==> config.mk <==
export PLATFORM = sky130hd
export DESIGN_NAME = dline_responder
export DESIGN_NICKNAME = d
export VERILOG_FILES = /design/src/rtl/dline_responder.sv
export SDC_FILE = /design/constraint.sdc
export NUM_CORES = 2
export LEC_CHECK = 0
export ABC_AREA = 0
export CORE_MARGIN = 4
export CORE_UTILIZATION = 40
export CTS_BUF_LIST = sky130_fd_sc_hd__clkbuf_16
export CTS_CLUSTER_DIAMETER = 100
export DETAILED_ROUTE_END_ITERATION = 16
export GPL_ROUTABILITY_DRIVEN = 0
export PLACE_DENSITY = 0.67
export SYNTH_ARGS = -nofsm -noshare
export SYNTH_HDL_FRONTEND = slang
export SYNTH_SLANG_ARGS = --single-unit
==> constraint.sdc <==
create_clock -name clk -period 7.4 [get_ports clk]
set_input_delay 1.48 -clock clk [delete_from_list [all_inputs] [get_ports clk]]
set_output_delay 1.48 -clock clk [all_outputs]
set_load 0.03 [all_outputs]
==> src/rtl/dline_responder.sv <==
// dline_responder: fully-associative write-back line buffer answering ufp word requests over a line-wide dfp port.
// Optional DLINE_PERF_CNT_EN adds saturating hit_count/miss_count outputs.
module dline_responder #(
    parameter int NUM_LINES = 4
) (
    input  logic         clk,
    input  logic         rst,
    input  logic [31:0]  ufp_addr,
    input  logic [3:0]   ufp_rmask,
    input  logic [3:0]   ufp_wmask,
    input  logic [31:0]  ufp_wdata,
    output logic [31:0]  ufp_rdata,
    output logic         ufp_resp,
    output logic [31:0]  dfp_addr,
    output logic         dfp_read,
    output logic         dfp_write,
    output logic [255:0] dfp_wdata,
    input  logic [255:0] dfp_rdata,
    input  logic         dfp_resp
`ifdef DLINE_PERF_CNT_EN
    ,
    output logic [31:0]  hit_count,
    output logic [31:0]  miss_count
`endif
);
    localparam int IW = $clog2(NUM_LINES);

    typedef enum logic [2:0] {IDLE, LOOKUP, WRITEBACK, FETCH, FILL} state_t;

    state_t               state_q, state_d;
    logic [31:2]          addr_q;
    logic [3:0]           rmask_q, wmask_q;
    logic [31:0]          wdata_q;
    logic [NUM_LINES-1:0] valid_q, dirty_q;
    logic [26:0]          tag_q [NUM_LINES];
    logic [255:0]         data_q [NUM_LINES];
    logic [IW-1:0]        rr_q, vic_q, vic, hit_idx;
    logic                 repl_q, refill_q, hit, found, is_wr;
    logic [31:0]          hit_word, rmask32, wmask32;
    logic                 unused;

    assign unused   = ^ufp_addr[1:0];
    assign is_wr    = |wmask_q;
    assign rmask32  = {{8{rmask_q[3]}}, {8{rmask_q[2]}}, {8{rmask_q[1]}}, {8{rmask_q[0]}}};
    assign wmask32  = {{8{wmask_q[3]}}, {8{wmask_q[2]}}, {8{wmask_q[1]}}, {8{wmask_q[0]}}};
    assign hit_word = data_q[hit_idx][{addr_q[4:2], 5'b0} +: 32];

    // Tag match plus victim choice: lowest invalid entry, else round-robin pointer.
    always_comb begin
        hit     = 1'b0;
        hit_idx = '0;
        found   = 1'b0;
        vic     = rr_q;
        for (int i = 0; i < NUM_LINES; i++) begin
            if (valid_q[i] && tag_q[i] == addr_q[31:5]) begin
                hit     = 1'b1;
                hit_idx = IW'(i);
            end
            if (!valid_q[i] && !found) begin
                found = 1'b1;
                vic   = IW'(i);
            end
        end
    end

    always_comb begin
        state_d   = state_q;
        ufp_resp  = 1'b0;
        ufp_rdata = '0;
        dfp_read  = 1'b0;
        dfp_write = 1'b0;
        dfp_addr  = '0;
        dfp_wdata = '0;
        if (!rst) begin
            case (state_q)
                IDLE: state_d = (|ufp_rmask || |ufp_wmask) ? LOOKUP : IDLE;
                LOOKUP: begin
                    ufp_resp  = hit;
                    ufp_rdata = (hit && !is_wr) ? (hit_word & rmask32) : '0;
                    state_d   = hit ? IDLE : (valid_q[vic] && dirty_q[vic]) ? WRITEBACK : FETCH;
                end
                WRITEBACK: begin
                    dfp_write = 1'b1;
                    dfp_addr  = {tag_q[vic_q], 5'b0};
                    dfp_wdata = data_q[vic_q];
                    state_d   = dfp_resp ? FETCH : WRITEBACK;
                end
                FETCH: begin
                    dfp_read = 1'b1;
                    dfp_addr = {addr_q[31:5], 5'b0};
                    state_d  = dfp_resp ? FILL : FETCH;
                end
                // Settle cycle keeps fill-to-response latency at two cycles.
                FILL: state_d = LOOKUP;
                default: state_d = IDLE;
            endcase
        end
    end

    always_ff @(posedge clk) begin
        if (rst) begin
            state_q  <= IDLE;
            valid_q  <= '0;
            dirty_q  <= '0;
            rr_q     <= '0;
            refill_q <= 1'b0;
        end else begin
            state_q  <= state_d;
            refill_q <= state_q == FILL;
            if (state_q == LOOKUP && hit && is_wr) dirty_q[hit_idx] <= 1'b1;
            if (state_q == WRITEBACK && dfp_resp) dirty_q[vic_q] <= 1'b0;
            if (state_q == FETCH && dfp_resp) begin
                valid_q[vic_q] <= 1'b1;
                dirty_q[vic_q] <= 1'b0;
                rr_q           <= repl_q ? rr_q + 1'b1 : rr_q;
            end
        end
    end

    always_ff @(posedge clk) begin
        if (state_q == IDLE) begin
            addr_q  <= ufp_addr[31:2];
            rmask_q <= ufp_rmask;
            wmask_q <= ufp_wmask;
            wdata_q <= ufp_wdata;
        end
        if (state_q == LOOKUP && !hit) begin
            vic_q  <= vic;
            repl_q <= valid_q[vic];
        end
        if (state_q == LOOKUP && hit && is_wr)
            data_q[hit_idx][{addr_q[4:2], 5'b0} +: 32] <= (hit_word & ~wmask32) | (wdata_q & wmask32);
        if (state_q == FETCH && dfp_resp && !rst) begin
            data_q[vic_q] <= dfp_rdata;
            tag_q[vic_q]  <= addr_q[31:5];
        end
    end

`ifdef DLINE_PERF_CNT_EN
    always_ff @(posedge clk) begin
        if (rst) begin
            hit_count  <= '0;
            miss_count <= '0;
        end else if (state_q == LOOKUP) begin
            if (hit && !refill_q && hit_count != '1) hit_count <= hit_count + 1'b1;
            if (!hit && miss_count != '1) miss_count <= miss_count + 1'b1;
        end
    end
`endif
endmodule

== Yosys cells after proc, flatten, opt, wreduce, memory -nomap -nowiden ==
Memory sizes are Yosys's and may differ from the RTL's. A register that Yosys moved wholly into a read port is not among the register bits.
Cells that the tools add are included.
Word-level totals
  flip-flop bits (word level): 86
  bits in writable memories: 1132
  input port bits: 331
  output and inout bits: 323
  logic and storage cells: 127
  memories: 2
Cells by class
  $add $sub $neg: 2
  order comparisons: 5
  equality and inequality tests: 8
  shift operators: 3
  mux-type cells: 55
  bitwise logic cells: 10
  reductions and logical operators: 32
Memory list
  data_q: words 4, bits a word 256, read ports 2, clocked after memory_dff 1, wr ports 1, line 36  | logic [255:0] data_q [NUM_LINES];
  tag_q: words 4, bits a word 27, read ports 5, clocked after memory_dff 1, wr ports 1, line 35  | logic [26:0] tag_q [NUM_LINES];
Operator list (number)
  2-to-1 mux 256 bit: 5
  OR reduction 256 bit: 1
  variable shift 32 x 10 -> 256 bit (first input constant): 1
  variable part select 256 x 9 -> 32 bit: 1
  variable part select 32 x 10 -> 256 bit: 1
  2-to-1 mux 32 bit: 4
  == test 27 bit: 4
  AND 32 bit: 3
  one-hot mux 32 bit (2 select lines): 1
  inverter 32 bit: 1
  OR 32 bit: 1
  2-to-1 mux 1 bit: 24
  2-to-1 mux 2 bit: 10
  2-to-1 mux 4 bit: 5
  logical AND 1 bit: 17
  one-hot mux 3 bit (5 select lines): 1
  OR reduction 4 bit: 3
  negator 8 -> 10 bit: 1
  less-than comparator 2 x 3 -> 1 bit (second input constant): 3
  AND 4 bit: 2
  zero test 1 bit: 8
  OR 4 bit: 2
  == test 3 x 2 -> 1 bit (second input constant): 2
  binary-select mux 1 bit (select 2 bit): 2
  other kinds (10): 12

== Depth between registers and ports, before layout ==
An unclocked memory read counts as a cell.
  depth after elaboration: 18
  gate-level depth with buffers: 15
  gate-level depth less buffers: 10

== Worst setup path after synthesis ==
OpenSTA, ideal clock, no wires.
  path type: input to register
  start: input rst
  end: memory data_q[3][128], enable pin
  library setup time: 0.421 ns
  data arrival time: 6.616 ns
  data required time: 6.979 ns
  path slack: 0.363 ns
  stages: 9
  buffers on the path: 2
  cells stage by stage: clkbuf_1 inv_1 nand2b_1 nor2_1 nand2_1 clkbuf_1 nor3_1 a21oi_1 nor2_1
On the way
  cells in the longest elaborated chain, start to end: 6
  elaborated cells between the ends (all ways): 7
  those cells by class: mux (4); reduce/logical (3)
RTL lines
  from (decl): line 7  | input logic rst,
  zero test 1 bit *: line 133  | if (state_q == FETCH && dfp_resp && !rst) begin
  logical AND 1 bit *: line 133
  2-to-1 mux 1 bit *: line 133
  2-to-1 mux 1 bit (implied by the code) *: line 134  | data_q[vic_q] <= dfp_rdata;
  OR reduction 256 bit (no source line)
  2-to-1 mux 2 bit (no source line) / 2-to-1 mux 256 bit (equally long branches)
  to (decl): line 36
Mark *: on every way between the ends. The rest lies on a longest branch, timed or not.

== Final worst setup path ==
  start: register addr_q[5] (netlist name)
  end: output ufp_rdata[11]
On the way
  cells in the longest elaborated chain, start to end: 11
  elaborated cells between the ends (all ways): 22
  those cells by class: eq/ne (4); shift (1); mux (10); bitwise (1); reduce/logical (5); memory (1)
RTL lines
  from (decl): line 31  | logic [31:2] addr_q;
  from (signal assigned): line 122  | addr_q <= ufp_addr[31:2];
  == test 27 bit: line 55  | if (valid_q[i] && tag_q[i] == addr_q[31:5]) begin
  logical AND 1 bit: line 55
  2-to-1 mux 1 bit: line 55
  2-to-1 mux 2 bit (2 in series): line 55
  memory (4 x 256 bit)
  variable part select 256 x 9 -> 32 bit: line 46  | assign hit_word = data_q[hit_idx][{addr_q[4:2], 5'b0} +: 32];
  AND 32 bit: line 79  | ufp_rdata = (hit && !is_wr) ? (hit_word & rmask32) : '0;
  2-to-1 mux 32 bit *: line 79
  2-to-1 mux 32 bit *: line 75  | case (state_q)
  2-to-1 mux 32 bit *: line 74  | if (!rst) begin
  to (decl): line 12  | output logic [31:0] ufp_rdata,
Marks and branches as above.

==> impl_metrics.env <==
export IMPL_status="finished, violations left"
export IMPL_violations="capacitance limit, setup timing"
export IMPL_grt_use_total_pct=32.7
export IMPL_cts_root_buf="clkbuf_16"
export IMPL_design_area_sq_um=74900
export IMPL_avgRoutedWirePerCell_um=37.0
export IMPL_r2r_end="data_q[1][170]"
export IMPL_power_leakage_nw=24.1
export IMPL_fin_crit_sh_pct=100
export IMPL_power_mw=19.6
export IMPL_firstDrtPassIters=6
export IMPL_postRouteWirelength_mm=269
export IMPL_cts_max_path_buffers=3
export IMPL_crit_end="ufp_rdata[11]"
export IMPL_via_per_inst=6.64
export IMPL_core_area_sq_um=152000
export IMPL_nets=5445
export IMPL_grt_pass1_vias=45700
export IMPL_worst_slack_ns=-0.0204
export IMPL_fmax_mhz=135
export IMPL_area_growth_pct=22.3
export IMPL_drive_above_1_share_pct=15.2
export IMPL_ys_flop_type="edfxtp_1"
export IMPL_peakVddDrop_v=0.000216
export IMPL_cts_tree="yes"
export IMPL_synth_seq_cells=1220
export IMPL_synth_avg_cell_area_sq_um=13.4
export IMPL_yosysMostFrequentCell="edfxtp_1"
export IMPL_seq_area_frac_synth_pct=59.6
export IMPL_clock_sinks=1220
export IMPL_synth_top_cell_by_area="edfxtp_1"
export IMPL_synthCells=4555
export IMPL_reg2reg_slack_ns=1.90
export IMPL_cts_buffers=135
export IMPL_ant_nets=0
export IMPL_worst_setup_path_start_kind="register"
export IMPL_dpl_cell_area_sq_um=70500
export IMPL_drv_slew=0
export IMPL_synth_commonest_cells="edfxtp_1 (1205), o21ai_0 (337), nand2_1 (326)"
export IMPL_clock_skew_ns=0.0458
export IMPL_dr_total_vias=48200
export IMPL_drc=0
export IMPL_finalHoldViolations=0
export IMPL_crit_path_end_kind="output port"
export IMPL_start_util_pct=40.3
export IMPL_holdWs_ns=0.523
export IMPL_worstRegToRegCells=11
export IMPL_tightest_slew_ns=1.48
export IMPL_path_clk_slew_ns=0.06
export IMPL_htreeDepth=4
export IMPL_yosys_top_cells_area="edfxtp_1 (59%), mux4_2 (10%), o21ai_0 (2.8%)"
export IMPL_drt_iter0_markers=8000
export IMPL_final_setup_viol_count=2
export IMPL_portBuffers=646
export IMPL_num_rows=143
export IMPL_rsz0062_at_grt="true"
export IMPL_cp_startpoint="addr_q[5]"
export IMPL_powerDensity_nw_per_um2=261
export IMPL_synthArstFlopShare_pct=0
export IMPL_ios=654
export IMPL_dp_slack_ns=0.828
export IMPL_dp_hpwl_mm=188
export IMPL_antenna_found_initial=37
export IMPL_path_class="register to output port"
export IMPL_overflow=0
export IMPL_grt_max_degree=114
export IMPL_grt_pass1_wl_mm=363
export IMPL_die_area_sq_um=159000
export IMPL_arrival_ns=5.94
export IMPL_slew_headroom_pct=0.222
export IMPL_die_x_um=399
export IMPL_worstReg2RegStart="addr_q[5]"
export IMPL_holdCritPathClass="register to register"
export IMPL_die_h_um=399
export IMPL_cts_hold_buffers_added=0
export IMPL_cp_max_fo=24
export IMPL_yosysUniqueCellTypes=74
export IMPL_maxCapViolCount=2
export IMPL_syn_cell_area_sq_um=61300
export IMPL_min_from="rr_q[1]"
export IMPL_synth_top_area_share_pct=59.1
export IMPL_required_ns=5.92
export IMPL_yosysWarnings=0
export IMPL_clk_latency_ns=0.82
export IMPL_synth_edf_count=1205
export IMPL_period_needed_ns=7.42
==> logic make-up after synthesis <==
group           after synthesis  share of synthesized area, %
mux                         488                          13.9
compound gates             1254                          13.8
flops                      1220                          59.6
xor+xnor                    110                          1.57
buf+inv                     411                          2.83
other cells                   1                       0.00612
fa+ha+maj                     2                        0.0408
simple gates               1069                          8.26
==> per-stage QoR <==
stage | std cells | TNS (ns) | utilization [%]
finish | 7263 | -0.0287 | 49.3
global route | 7251 | -0.0995 | 49.2
CTS | 7243 | -0.0793 | 49.2
detailed placement | 6999 | 0 | 46.3
global placement | 6999 | 0 | 46.3
floorplan | 4559 | 0 | -
==> where the power goes <==
group / switching, mW / internal [mW]
clock: 2.96 / 3.75
combinational: 3.12 / 1.58
sequential: 0.204 / 7.93
==> worst min-delay path by stage <==
stage / end / slack, ns / depth (start not counted)
2_1_floorplan: valid_q[0] / 0.46 / 1
3_5_place_dp: rr_q[1] / 0.51 / 2
4_1_cts: dirty_q[0] / 0.52 / 2
6_report: rr_q[1] / 0.52 / 2
5_1_grt: rr_q[1] / 0.57 / 2
3_3_place_gp: rr_q[1] / 0.50 / 2
==> sequential cells by signal, summed over array words and instances, names as in the netlist, 2 cells and up, named ones only <==
signal   flops
rr_q         2
wmask_q      4
rmask_q      4
vic_q        2
wdata_q     32
state_q      3
addr_q      30
tag_q      108
valid_q      4
data_q    1024
dirty_q      4
==> repair_timing <==
action                                  4_1_cts  5_1_grt
buffers inserted                              0        4
pin swaps                                     0        4
endpoints found under the setup margin        2       30
gates cloned                                  0        1
resized for setup                             1        3
==> layout by cell type (no fill, tap or decap), types with 98 or more instances in the layout <==
master / synthesis / final
a21oi_1: 243 / 239
mux4_2: 284 / 284
nor2_1: 316 / 280
a211oi_1: 98 / 98
clkdlybuf4s50_1: 0 / 644
o21ai_0: 337 / 337
and2_1: 267 / 265
mux2i_1: 164 / 164
nand2_1: 326 / 322
edfxtp_1: 1205 / 1205
clkbuf_16: 0 / 137
buf_4: 17 / 148
==> metal layers <==
metal / GRT usage, % / vias up / routed length [um]
li1: - / 19100 / -
met1: 40.9 / 23900 / 90800
met2: 46.9 / 4433 / 113000
met3: 13.6 / 836 / 43800
met4: 20.4 / 30 / 21300
met5: 0 / - / 177
==> critical path: stages, from the launching register on <==
cell and delay [ns]:
edfxtp_1 0.55, xor2_1 0.23, nor4_1 0.56, and4_2 0.52, and2_4 0.45, nor3_4 0.21
buf_4 0.34, a32oi_1 0.29, o311ai_2 0.23, o32a_1 0.48, o21a_1 0.24, nor2_1 0.22
clkdlybuf4s50_1 0.74
==> cell type report <==
type / instances / area (sq um)
fill: 13100 / 77200
sequential: 1220 / 36500
multi-input combinational: 2929 / 23500
timing repair buffer: 813 / 7960
clock buffer: 137 / 3430
tap: 2030 / 2540
clock inverter: 107 / 908
inverter: 13 / 56.3
antenna: 14 / 35.0
Note: power is estimated with default switching activity, not from simulation.
